`config.mk`:
```
export PLATFORM = sky130hd
export DESIGN_NAME = fixed_seq_arith
export DESIGN_NICKNAME = d
export VERILOG_FILES = /design/src/rtl/fixed_seq_arith.sv
export SDC_FILE = /design/constraint.sdc
export NUM_CORES = 1
export LEC_CHECK = 0
export BUFFER_PORTS_ARGS = -buffer_cell sky130_fd_sc_hd__buf_4
export CAP_MARGIN = 20
export CORE_ASPECT_RATIO = 1.2
export CORE_MARGIN = 2
export CORE_UTILIZATION = 50
export CTS_CLUSTER_SIZE = 40
export DETAILED_ROUTE_END_ITERATION = 10
export PLACE_DENSITY_LB_ADDON = 0.3
export SYNTH_ARGS = -nofsm -noshare
export SYNTH_HDL_FRONTEND = slang
export SYNTH_SLANG_ARGS = --single-unit
export TNS_END_PERCENT = 1
```
`constraint.sdc`:
```
create_clock -name clk -period 4.2 [get_ports clk]
set_input_delay 0.42 -clock clk [delete_from_list [all_inputs] [get_ports clk]]
set_output_delay 0.42 -clock clk [all_outputs]
set_load 0.02 [all_outputs]
```
`src/rtl/fixed_seq_arith.sv`:
```
// Sequential unsigned INT_W.FRAC_W fixed-point add / shift-add multiply unit
// with valid/ready handshakes on operand and result sides.
module fixed_seq_arith #(
  parameter int INT_W  = 8,
  parameter int FRAC_W = 8,
  parameter bit SAT    = 1'b0
) (
  input  logic                    clk,
  input  logic                    rst_n,
  input  logic                    in_valid,
  output logic                    in_ready,
  input  logic                    op,
  input  logic [INT_W+FRAC_W-1:0] num1,
  input  logic [INT_W+FRAC_W-1:0] num2,
  output logic                    out_valid,
  input  logic                    out_ready,
  output logic [INT_W+FRAC_W-1:0] result,
  output logic                    overflow,
  output logic                    busy
);

  localparam int W  = INT_W + FRAC_W;
  localparam int CW = (W > 1) ? $clog2(W) : 1;
  localparam logic [CW-1:0] LAST = CW'(W - 1);

  // state | meaning
  // IDLE  | waiting for operands, in_ready high
  // MUL   | one multiplier bit per edge, LSB first
  // DONE  | result held until out_ready
  typedef enum logic [1:0] {IDLE, MUL, DONE} state_t;

  state_t           state;
  logic [W-1:0]     a_q;
  logic [W-1:0]     b_q;
  logic [2*W-1:0]   acc;
  logic [CW-1:0]    cnt;

  logic [2*W-1:0]   partial;
  logic [2*W-1:0]   acc_next;
  logic [W:0]       sum;
  logic [W-1:0]     add_res;
  logic [W-1:0]     mul_res;
  logic             add_ovf;
  logic             mul_ovf;

  always_comb begin
    partial  = b_q[cnt] ? ({{W{1'b0}}, a_q} << cnt) : '0;
    acc_next = acc + partial;
    // add result comes straight from the ports so it lands on the accept edge
    sum      = {1'b0, num1} + {1'b0, num2};
    add_ovf  = sum[W];
    add_res  = (SAT && add_ovf) ? '1 : sum[W-1:0];
    mul_ovf  = |acc_next[2*W-1:FRAC_W+W];
    mul_res  = (SAT && mul_ovf) ? '1 : acc_next[FRAC_W+W-1:FRAC_W];
  end

  always_ff @(posedge clk or negedge rst_n) begin
    if (!rst_n) begin
      state     <= IDLE;
      a_q       <= '0;
      b_q       <= '0;
      acc       <= '0;
      cnt       <= '0;
      result    <= '0;
      overflow  <= 1'b0;
      out_valid <= 1'b0;
      busy      <= 1'b0;
      in_ready  <= 1'b1;
    end else begin
      case (state)
        IDLE: begin
          if (in_valid) begin
            a_q      <= num1;
            b_q      <= num2;
            acc      <= '0;
            cnt      <= '0;
            in_ready <= 1'b0;
            busy     <= 1'b1;
            if (op) begin
              state <= MUL;
            end else begin
              result    <= add_res;
              overflow  <= add_ovf;
              out_valid <= 1'b1;
              state     <= DONE;
            end
          end
        end
        MUL: begin
          acc <= acc_next;
          if (cnt == LAST) begin
            result    <= mul_res;
            overflow  <= mul_ovf;
            out_valid <= 1'b1;
            state     <= DONE;
          end else begin
            cnt <= cnt + 1'b1;
          end
        end
        DONE: begin
          if (out_ready) begin
            out_valid <= 1'b0;
            busy      <= 1'b0;
            in_ready  <= 1'b1;
            state     <= IDLE;
          end
        end
        default: state <= IDLE;
      endcase
    end
  end

endmodule
```
# After elaboration in Yosys (flattened, before gate mapping)
# Index checks and enable logic that the tools add are counted.
# totals
regBits	90
input_bits	37
out_inout_bits	20
elab_cells	66
# op_classes
addsub	3
order_cmp	1
eq_ne	8
shift	1
mux	31
reduce_logical	12
# ops
operator	count
$mux W32	2
$pmux W32 S2	1
$mux W16	3
$add A32 B32 Y32	1
$pmux W16 S2	1
$shl A16 B4 Y32	1
$add A16 B16 Y17	1
$mux W1	11
$ne A2 B2 Y1 const B	5
$reduce_and A3 Y1	3
$mux W2	4
$mux W4	2
$pmux W4 S2	1
$reduce_or A8 Y1	1
$pmux W1 S2	3
$pmux W2 S3	1
$lt A4 B5 Y1 const B	1
$reduce_and A5 Y1	1
$add A4 B1 Y4 const B	1
$bmux W1 S4	1
$eq A4 B4 Y1 const B	1
$reduce_and A2 Y1	2
$reduce_and A4 Y1	1
$reduce_bool A2 Y1	2
5 further kinds	5

# Longest topological paths before layout
# Gate-level depths: netlist of the first run.
# logic_depth
word_depth	7
depth_mapped	20
mapped_depth_nobuf	17

# Worst setup path before layout of the first run
# No wires, ideal clock.
# synth_timing
kind	register to register
from	register cnt[0]
to	register overflow
setup_ps	131
arrival_time_ps	3887
required_ps	4069
setup_slack_ps	182
stages_incl_launch_ff	20
path_buffers	4
period_less_slack_ps	4018
path_cell_list	dfrtp_1 buf_4 mux4_2 o21ai_1 o21bai_1 and2_1 buf_2 buf_2 nor2_1 ha_1 buf_2 a21oi_1 nand2_1 a21o_1 a21o_1 a41o_1 a21oi_2 and4b_4 nor4_2 a31oi_1
# synth_via
elab_chain_cells	7
elab_cells_between_ends	11
classes_between	add/sub (1); eq/ne (2); shift (1); mux (5); reduce/logical (2)
# synth_lines
element	line_no	rtl
from (decl)	36	logic [CW-1:0] cnt;
from (signal assigned)	97	cnt <= cnt + 1'b1;
$bmux W1 S4	47	partial = b_q[cnt] ? ({{W{1'b0}}, a_q} << cnt) : '0;
$mux W1 (not written as such)	47	
$mux W32	47	
$add A32 B32 Y32	48	acc_next = acc + partial;
$reduce_or A8 Y1	53	mul_ovf = |acc_next[2*W-1:FRAC_W+W];
$mux W1	91	if (cnt == LAST) begin
$pmux W1 S2	70	case (state)
to (signal assigned)	83	overflow <= add_ovf;
to (signal assigned)	93	overflow <= mul_ovf;
to (decl)	18	output logic overflow,
# Several ways; a longest one is shown, not always the timed one. The select of a mux whose other input is x is not followed.
# A chain may end at the register's enable or synchronous reset.

# Worst setup path in the final report of the first run
# Ends and elaborated chain as after synthesis.

==> impl_metrics.csv, run 1 <==
group,metric,value,unit
placed_design,hpwl,14.44,mm
logic_synthesis,yosys-top-cells-area,"dfrtp_1 32%, ha_1 8.7%, mux2_2 6.2%",
placed_design,placedInstanceArea,0.007574,mm2
sta,rsz0062_at_grt,"yes",
logic_synthesis,netlist_area,0.006915,mm2
cells_and_area,drive_above_1_share,20.41,%
setup_path,critPathKind,"flop to flop",
cells_and_area,num_antenna_cells,0,
logic_synthesis,yosysTopAreaCellShare,32.21,%
routing,dr.pass1.iters,5,
logic_synthesis,yosysTopAreaCell,"dfrtp_1",
cells_and_area,nFillCells,1209,
global_routing,antenna_found_initial,1,
sta,fmax,251.5,MHz
clock_network,cts_setup_buffers,0,
routing,drcViolationCount,0,
logic_synthesis,synth-seq-cells,90,
sta,timing_hold_violations_final,0,
clock_network,cts.path.max_buffers,2,
floorplan,ios,57,
floorplan,dieArea,0.01479,mm2
power,powerDensity,750.0,mW/mm2
floorplan,rows,47,
setup_path,cp.buffers_inverters,2,
cells_and_area,final_cell_mix,"87 x dfrtp_1, 82 x nor2_1, 77 x buf_4, 72 x nand2_1, 65 x a21oi_1",
cells_and_area,mostFrequentLayoutCell,"dfrtp_1",
sta,fin_setup_tns,0,ps
global_routing,grt_pass1_vias,6236,
sta,slew_headroom,43.87,%
power,power_leakage,3.718,nW
setup_path,required,4430,ps
routing,vias_per_cell,6.122,
logic_synthesis,seq_area_frac_synth,32.59,%
clock_network,cts_tree,"built",
setup_path,reg2reg_from,"cnt[0]",
power,vdd_drop_max,389.3,uV
routing,route.vias.total,6146,
logic_synthesis,ys.flop_type,"dfrtp_1",
cells_and_area,final_cell_area,0.007963,mm2
clock_network,ctsHtreeMaxLevel,3,
sta,setup_viol,0,
logic_synthesis,synthArstFlopShare,100.0,%
floorplan,fp.dieH,132.8,um
logic_synthesis,synth_cell_types,71,
routing,postRouteAntennaNets,0,
setup_path,worst_setup_path_start_kind,"flop",
global_routing,grt_overflow_total,0,
logic_synthesis,syn_nets,866,
cells_and_area,stdcell_count,1004,
global_routing,grt_max_degree,60,
sta,worst_pin_slew,841.8,ps
floorplan,core,0.01364,mm2
job,maxCapViolCount,0,
setup_path,rr_worst_depth,16,
global_routing,grt_pass1_wl,30.84,mm
sta,fin_crit,3976,ps
sta,fin_crit_sh,94.68,%
worst_hold_path,hold_class,"input pin to asynchronous set/reset pin",
setup_path,rrSetupSlack,220,ps
routing,drt_wl_total,18.84,mm
logic_synthesis,synth-edff-count,0,
setup_path,crit_chain,"buf_12, mux4_2, o21bai_1, and2_4, buf_4, nor2_1, ha_1, a21o_1, a21oi_1, o21bai_1, a21o_1, a21oi_1, o21a_2, o211ai_1, nor3_2, a31oi_1",
logic_synthesis,syn_inst,779,
logic_synthesis,synth_warnings,0,
placed_design,port_buffers,56,
clock_network,clock_latency,360,ps
status,outcome,"finished, final reports clean",
clock_network,clkTransAtPathRegs,70,ps
logic_synthesis,syn_avg_cell_area,8.877,um2
cells_and_area,fin_util,58.36,%
setup_path,slowest_delay,510,ps
routing,drt_iter0_drc,362,
setup_path,end_kind,"flop",
cells_and_area,nets,915,
sta,slew_violations,0,
clock_network,cts_sinks,90,
setup_path,cp_max_fo,14,
sta,clock-skew-final,13.02,ps
setup_path,slowest_stage,"mux4_2",
setup_path,reg2reg_to,"overflow",
setup_path,critPathArrivalTime,4210,ps
sta,whs,123.3,ps
placed_design,place_congestion,0.9238,
floorplan,die_x,111.4,um
routing,wl_per_cell,18.77,um
placed_design,place_inst,987,
global_routing,track_usage,26.02,%
floorplan,start_util,50.69,%
clock_network,cts_root_buf,"clkbuf_16",
clock_network,cts_buffers,9,
setup_path,cp_top_family,"compound AO/OA/AOI/OAI gates",
cells_and_area,syn_to_final_growth,15.14,%
==> metrics by stage <==
stage	setup WS (ps)	power [mW]
floorplan	181.8	3.914
finish	223.6	5.972
detailed placement	-14.85	4.956
global placement	54.16	4.859
global route	5.205	6.397
CTS	43.46	5.929
==> cell families after synthesis <==
kind of cell               count (synthesis)  share of synthesized area, %
xor gates and xnor gates                  29                         3.673
DFF                                       90                         32.59
and+or+nand+nor                          239                         15.92
buffers and inverters                     66                         3.781
AOI/OAI and AO/OA                        242                         23.52
muxes                                     63                         11.25
adders and majority gates                 50                         9.264
==> report_power, final <==
group	leakage [nW]	internal, mW	switching (mW)
logic	2.44	1.52	2.03
registers	1.12	1.22	0.292
clock network	0.157	0.543	0.364
total	3.72	3.28	2.69
==> layout make-up <==
class / instances / area (um2) / area share [%]
clock inverter: 5 / 85.08 / 1.069
sequential: 90 / 2256 / 28.33
multi-input combinational: 623 / 4441 / 55.77
timing repair buffer: 79 / 630.6 / 7.920
clock buffer: 11 / 242.7 / 3.048
inverter: 25 / 93.84 / 1.179
tap: 171 / 214.0 / 2.687
==> flip-flops by register name, indices dropped and copies added (netlist names) <==
register and flops:
overflow 1, a_q 16, result 16, in_ready 1, busy 1, out_valid 1
state 2, b_q 16, acc 32, cnt 4
==> worst register-to-register path: cells and delay by family (launching register included) <==
family,cells,cell delay [ps]
AOI/OAI and AO/OA,9,1700
and+or+nand+nor,3,540
muxes,1,510
DFF,1,420
adders and majority gates,1,360
buffers and inverters,2,330
==> Yosys cell counts, drive strengths merged (9+ instances only) <==
master  instances
mux2i          17
inv            24
o21a            9
a21oi          67
xor2           11
nor3           18
mux2           38
nor2b           9
buf            12
a21o           23
xnor2          18
a211oi         17
clkbuf         29
o21ai          46
nand2          72
nand3          11
and3           11
dfrtp          89
ha             48
a22o           15
a31oi           9
nor2           84
==> layer usage <==
layer	part of all wire [%]	GRT usage (%)
met5	0.069	0
met4	3.3	10.70
met3	5.4	4.398
met2	50	45.33
met1	42	32.02
==> how the worst max path moves through the flow <==
stage | end | from | slack, ps | cells after the start
floorplan | overflow | cnt[0] | 180 | 19
global placement | overflow | cnt[0] | 50 | 18
detailed placement | overflow | cnt[0] | -10 | 18
CTS | overflow | cnt[0] | 40 | 18
global route | overflow | cnt[0] | 5 | 18
finish | overflow | cnt[0] | 220 | 16
==> repair_timing <==
action | CTS | global route
cloned | 1 | 0
endpoints found under the hold margin | 0 | 0
gates resized for setup | 2 | 10
endpoints found under the setup margin | 1 | 12
hold buffers | 0 | 0
Power figures use the tool's default switching activity.
==> run 2, diff against run 1 <==
- CORE_MARGIN: 2 -> 1
==> run 2 against run 1 <==
  * Via count grew 1.2%
  * Count of clock-buffer cells in the layout down 1
  * Total power increased by 1.6%
  * Utilization is 1.7 points higher
  * Hold slack better by 48 ps
  * Critical path type unchanged
  * Register-to-register slack worse by 80 ps
  * Worst setup slack worse by 80 ps
  * Critical path depth increased by 3
  * Sequential power is essentially flat
==> impl_metrics.csv, run 2 (same netlist as run 1, synthesis figures left out) <==
group,metric,value,unit
status,outcome,"finished, final reports clean",
cells_and_area,multi_input_area,0.004481,mm2
floorplan,start_util,51.79,%
cells_and_area,top_register,"acc",
power,power.internal,3.287,mW
global_routing,antenna_found_initial,0,
setup_path,required,4430,ps
routing,drt_wl_total,19.59,mm
sta,setup_viol,0,
clock_network,cts_sinks,90,
cells_and_area,final_cell_mix,"90 x buf_4, 87 x dfrtp_1, 82 x nor2_1, 72 x nand2_1, 62 x a21oi_1",
sta,fin_crit,4057,ps
power,power_leakage,3.758,nW
cells_and_area,drive_above_1_share,22.49,%
sta,worst_pin_slew,998.6,ps
cells_and_area,syn_to_final_growth,16.01,%
clock_network,cts_buffers,9,
global_routing,grt_max_degree,63,
floorplan,rows,46,
cells_and_area,largest_reg_flops,32,
routing,drcViolationCount,0,
clock_network,ctsHoldBuffers,0,
setup_path,critPathArrivalTime,4290,ps
clock_network,cts_root_buf,"clkbuf_16",
power,vdd_drop_max,387.7,uV
clock_network,ctsHtreeMaxLevel,3,
placed_design,hpwl,14.68,mm
sta,fin_crit_sh,96.59,%
setup_path,critPathLaunch,"cnt[0]",
power,swShare,45.84,%
cells_and_area,mostFrequentLayoutCell,"buf_4",
cells_and_area,nets,927,
setup_path,critPathKind,"flop to flop",
clock_network,clkTransAtPathRegs,70,ps
setup_path,end_kind,"flop",
floorplan,fp.dieH,130.8,um
clock_network,cts_tree,"built",
cells_and_area,regArea,0.002256,mm2
global_routing,grt_pass1_vias,6204,
sta,fin_setup_tns,0,ps
global_routing,track_usage,28.43,%
routing,route.vias.total,6219,
cells_and_area,nFillCells,1179,
job,maxCapViolCount,0,
worst_hold_path,hold_class,"input pin to asynchronous set/reset pin",
routing,postRouteAntennaNets,0,
floorplan,dieArea,0.01431,mm2
setup_path,cp_max_fo,6,
floorplan,core,0.01335,mm2
global_routing,grt_overflow_total,0,
setup_path,worst_setup_path_start_kind,"flop",
floorplan,die_x,109.4,um
routing,dr.pass1.iters,4,
floorplan,ios,57,
sta,slew_violations,0,
power,seqPwrFrac,25.0,%
placed_design,place_congestion,0.9089,
setup_path,reg2reg_from,"cnt[0]",
power,p_comb_share,60.9,%
power,switching_power,2.781,mW
power,powerDensity,756.4,mW/mm2
routing,drt_iter0_drc,371,
clock_network,cts.path.max_buffers,2,
sta,fmax,246.5,MHz
global_routing,grt_pass1_wl,31.07,mm
power,pwr-share-clk,14.1,%
routing,vias_per_cell,6.139,
cells_and_area,num_antenna_cells,0,
sta,clock-skew-final,7.990,ps
sta,timing_hold_violations_final,0,
placed_design,port_buffers,56,
routing,wl_per_cell,19.34,um
cells_and_area,fin_util,60.08,%
sta,slew_headroom,33.27,%
clock_network,clock_latency,360,ps
power,finalPower,6.068,mW
==> run 2: power groups by stage <==
stage                     clock, mW  combinational (mW)  sequential (mW)
after floorplan                   0                2.41             1.51
after global placement            0                3.40             1.51
after detailed placement          0                3.48             1.53
after CTS                     0.865                3.51             1.52
after global routing          0.896                4.03             1.56
final                         0.858                3.69             1.52
==> run 2: routing by layer <==
metal  up-vias  wire, um  global-route usage (%)
li1       2984         -                       -
met1      3008      8422                   36.10
met2       181      9709                   47.80
met3        46       812                   4.266
met4         0       650                   12.78
met5         -         0                       0
==> run 2: worst paths after layout <==
kind / cells after the start / end / slack (ps)
hold / removal: 1 / acc[3] / 170
setup reg to reg: 19 / overflow / 140
setup / recovery: 19 / overflow / 140
max in group asynchronous: 2 / cnt[0] / 3110
min in group clk: 2 / state[0] / 290
hold reg to reg: 2 / acc[13] / 480
==> run 2: final cells by class <==
cell class | instances | area share [%]
clock inverters | 6 | 0.9046
well taps | 168 | 2.620
flip-flops and latches | 90 | 28.12
clock buffers | 10 | 2.854
inverters | 25 | 1.170
repair buffers | 91 | 8.484
multi-input cells | 623 | 55.85
==> run 2: worst max-delay path, cell delays in order (launching register included) <==
cell and delay, ps:
dfrtp_2 450, clkbuf_2 180, buf_4 120, mux2_2 330, nor2_1 90, a21oi_1 70
mux2i_1 250, nor2_1 70, a21oi_1 120, nor2_1 60, ha_1 340, a21oi_1 140
o21ai_1 90, a221o_1 300, a31o_2 260, o211ai_2 260, o21a_1 250, o211ai_1 180
nor3_2 240, a31oi_1 110
==> run 2: repair_timing <==
action	4_1_cts	5_1_grt
pin swaps	0	6
gates resized for setup	1	19
buffers inserted	0	6
endpoints found under the setup margin	1	10
==> run 2: through the flow <==
step                instances  setup slack [ps]  hold WS [ps]  area (um2)
floorplan                 779             181.8         124.4        6915
CTS                      1007             21.25         198.2        7913
global placement          991             60.20         469.4        7610
detailed placement        991            -11.08         470.7        7610
global route             1013            -31.74         246.7        8023
finish                   1013             143.3         171.0        8023
==> run 3, diff against run 2 <==
- clock period: 4.2 -> 4.04 ns (I/O delays scaled with it)
==> run 3 against run 2 <==
  * Maximum frequency up 2.7%
  * First-iteration DRC count down 4.6%
  * Utilization up 0.98 points
  * Clock power up 5.4%
  * Combinational power up 7.0%
  * Critical path depth down 2
  * Die area unchanged
  * Register-to-register slack worse by 50 ps
  * Clock skew down 2.3 ps
  * Sequential cell count unchanged
  * Via count up 0.77%
  * Critical path type unchanged
==> impl_metrics.csv, run 3 (same netlist as run 1, synthesis figures left out) <==
group,metric,value,unit
sta,timing_hold_violations_final,0,
floorplan,rows,46,
routing,vias_per_cell,6.162,
cells_and_area,final_cell_mix,"93 x buf_4, 87 x dfrtp_1, 81 x nor2_1, 72 x nand2_1, 59 x a21oi_1",
sta,fin_crit,3949,ps
floorplan,core,0.01335,mm2
cells_and_area,drive_above_1_share,23.91,%
job,maxCapViolCount,0,
setup_path,worst_setup_path_start_kind,"flop",
cells_and_area,final_cell_area,0.008154,mm2
global_routing,antenna_found_initial,0,
power,power_leakage,3.810,nW
floorplan,fp.dieH,130.8,um
sta,worst_pin_slew,874.2,ps
placed_design,place_inst,993,
floorplan,dieArea,0.01431,mm2
sta,clock-skew-final,5.656,ps
worst_hold_path,hold_class,"input pin to asynchronous set/reset pin",
setup_path,rr_worst_depth,17,
global_routing,grt_pass1_vias,6232,
placed_design,hpwl,14.49,mm
clock_network,clock_latency,350,ps
floorplan,die_x,109.4,um
power,finalPower,6.406,mW
placed_design,post-place-ws,14.61,ps
clock_network,cts_buffers,9,
routing,route.vias.total,6267,
cells_and_area,mostFrequentLayoutCell,"buf_4",
clock_network,cts_tree,"built",
setup_path,end_kind,"flop",
placed_design,place_congestion,0.9382,
floorplan,start_util,51.79,%
cells_and_area,syn_to_final_growth,17.91,%
setup_path,critPathArrivalTime,4220,ps
global_routing,grt_overflow_total,0,
sta,fin_crit_sh,97.75,%
routing,postRouteAntennaNets,0,
sta,slew_violations,0,
placed_design,placedInstanceArea,0.007637,mm2
setup_path,critPathKind,"flop to flop",
global_routing,grt_pass1_wl,30.79,mm
cells_and_area,largest_reg_flops,32,
routing,dr.pass1.iters,5,
clock_network,cts.path.max_buffers,2,
power,powerDensity,785.7,mW/mm2
clock_network,clkTransAtPathRegs,60,ps
routing,drt_iter0_drc,354,
cells_and_area,num_antenna_cells,0,
floorplan,ios,57,
power,vdd_drop_max,401.9,uV
global_routing,grt_max_degree,62,
placed_design,port_buffers,56,
clock_network,cts_sinks,90,
cells_and_area,nets,931,
sta,slew_headroom,41.71,%
setup_path,required,4310,ps
sta,fmax,253.2,MHz
global_routing,track_usage,28.17,%
status,outcome,"finished, final reports clean",
routing,drt_wl_total,19.37,mm
setup_path,cp_max_fo,10,
cells_and_area,stdcell_count,1017,
routing,wl_per_cell,19.05,um
routing,drcViolationCount,0,
clock_network,cts_root_buf,"clkbuf_16",
sta,setup_slack,91.05,ps
sta,setup_viol,0,
sta,whs,139.4,ps
cells_and_area,top_register,"acc",
clock_network,ctsHtreeMaxLevel,3,
==> run 3: layout make-up <==
cell class,count,area [um2]
tap,168,210.2
timing repair buffer,95,743.2
sequential,90,2256
multi-input combinational,623,4538
fill,1120,5199
inverter,25,93.84
clock buffer,11,252.7
clock inverter,5,60.06
==> run 3: repair_timing <==
item                       in CTS  in global routing
pin swaps                       0                 13
buffers inserted                0                  7
setup endpoints to repair       1                 18
resized for setup               1                 28
hold buffers                    0                  0
gates cloned                    0                  1
==> run 3: worst paths after layout <==
kind,start,end,slack (ps)
worst max-delay path,cnt[0],result[8],90
worst min-delay path,rst_n,acc[2],140
worst max register to register,cnt[0],result[8],90
worst min register to register,acc[13],acc[13],480
max in group asynchronous,rst_n,cnt[1],2920
min in group clk,op,state[0],260
==> run 3: report_power, final <==
group          internal, mW  switching, mW  leakage [nW]
combinational          1.73           2.22          2.54
clock                 0.517          0.387         0.153
sequential             1.27          0.287          1.12
==> run 3: routing by layer <==
layer | global-route usage, % | routed length, um | up-vias
met5 | 0 | 0 | -
met2 | 48.54 | 9560 | 196
met1 | 35.16 | 8257 | 3041
met3 | 3.026 | 852 | 49
li1 | - | - | 2981
met4 | 13.57 | 704 | 0
==> run 3: per-stage QoR <==
step / setup TNS [ps] / utilization [%]
6_report: 0 / 61.07
5_1_grt: -172.9 / 61.07
4_1_cts: 0 / 59.55
3_5_place_dp: 0 / 57.20
3_3_place_gp: 0 / 57.20
2_1_floorplan: 0 / -
==> run 3: worst max-delay path, stage by stage (launching register included) <==
cell and delay [ps]:
dfrtp_2 400, buf_12 150, mux4_2 510, nor2_1 100
nor2_1 50, o21ai_0 130, and2_4 250, a211oi_2 40
ha_1 370, and2_1 190, a221o_1 360, o2bb2ai_2 160
o21ai_4 250, nand2_1 100, a21oi_1 290, xnor2_2 200
a21oi_1 110, o21ai_0 190
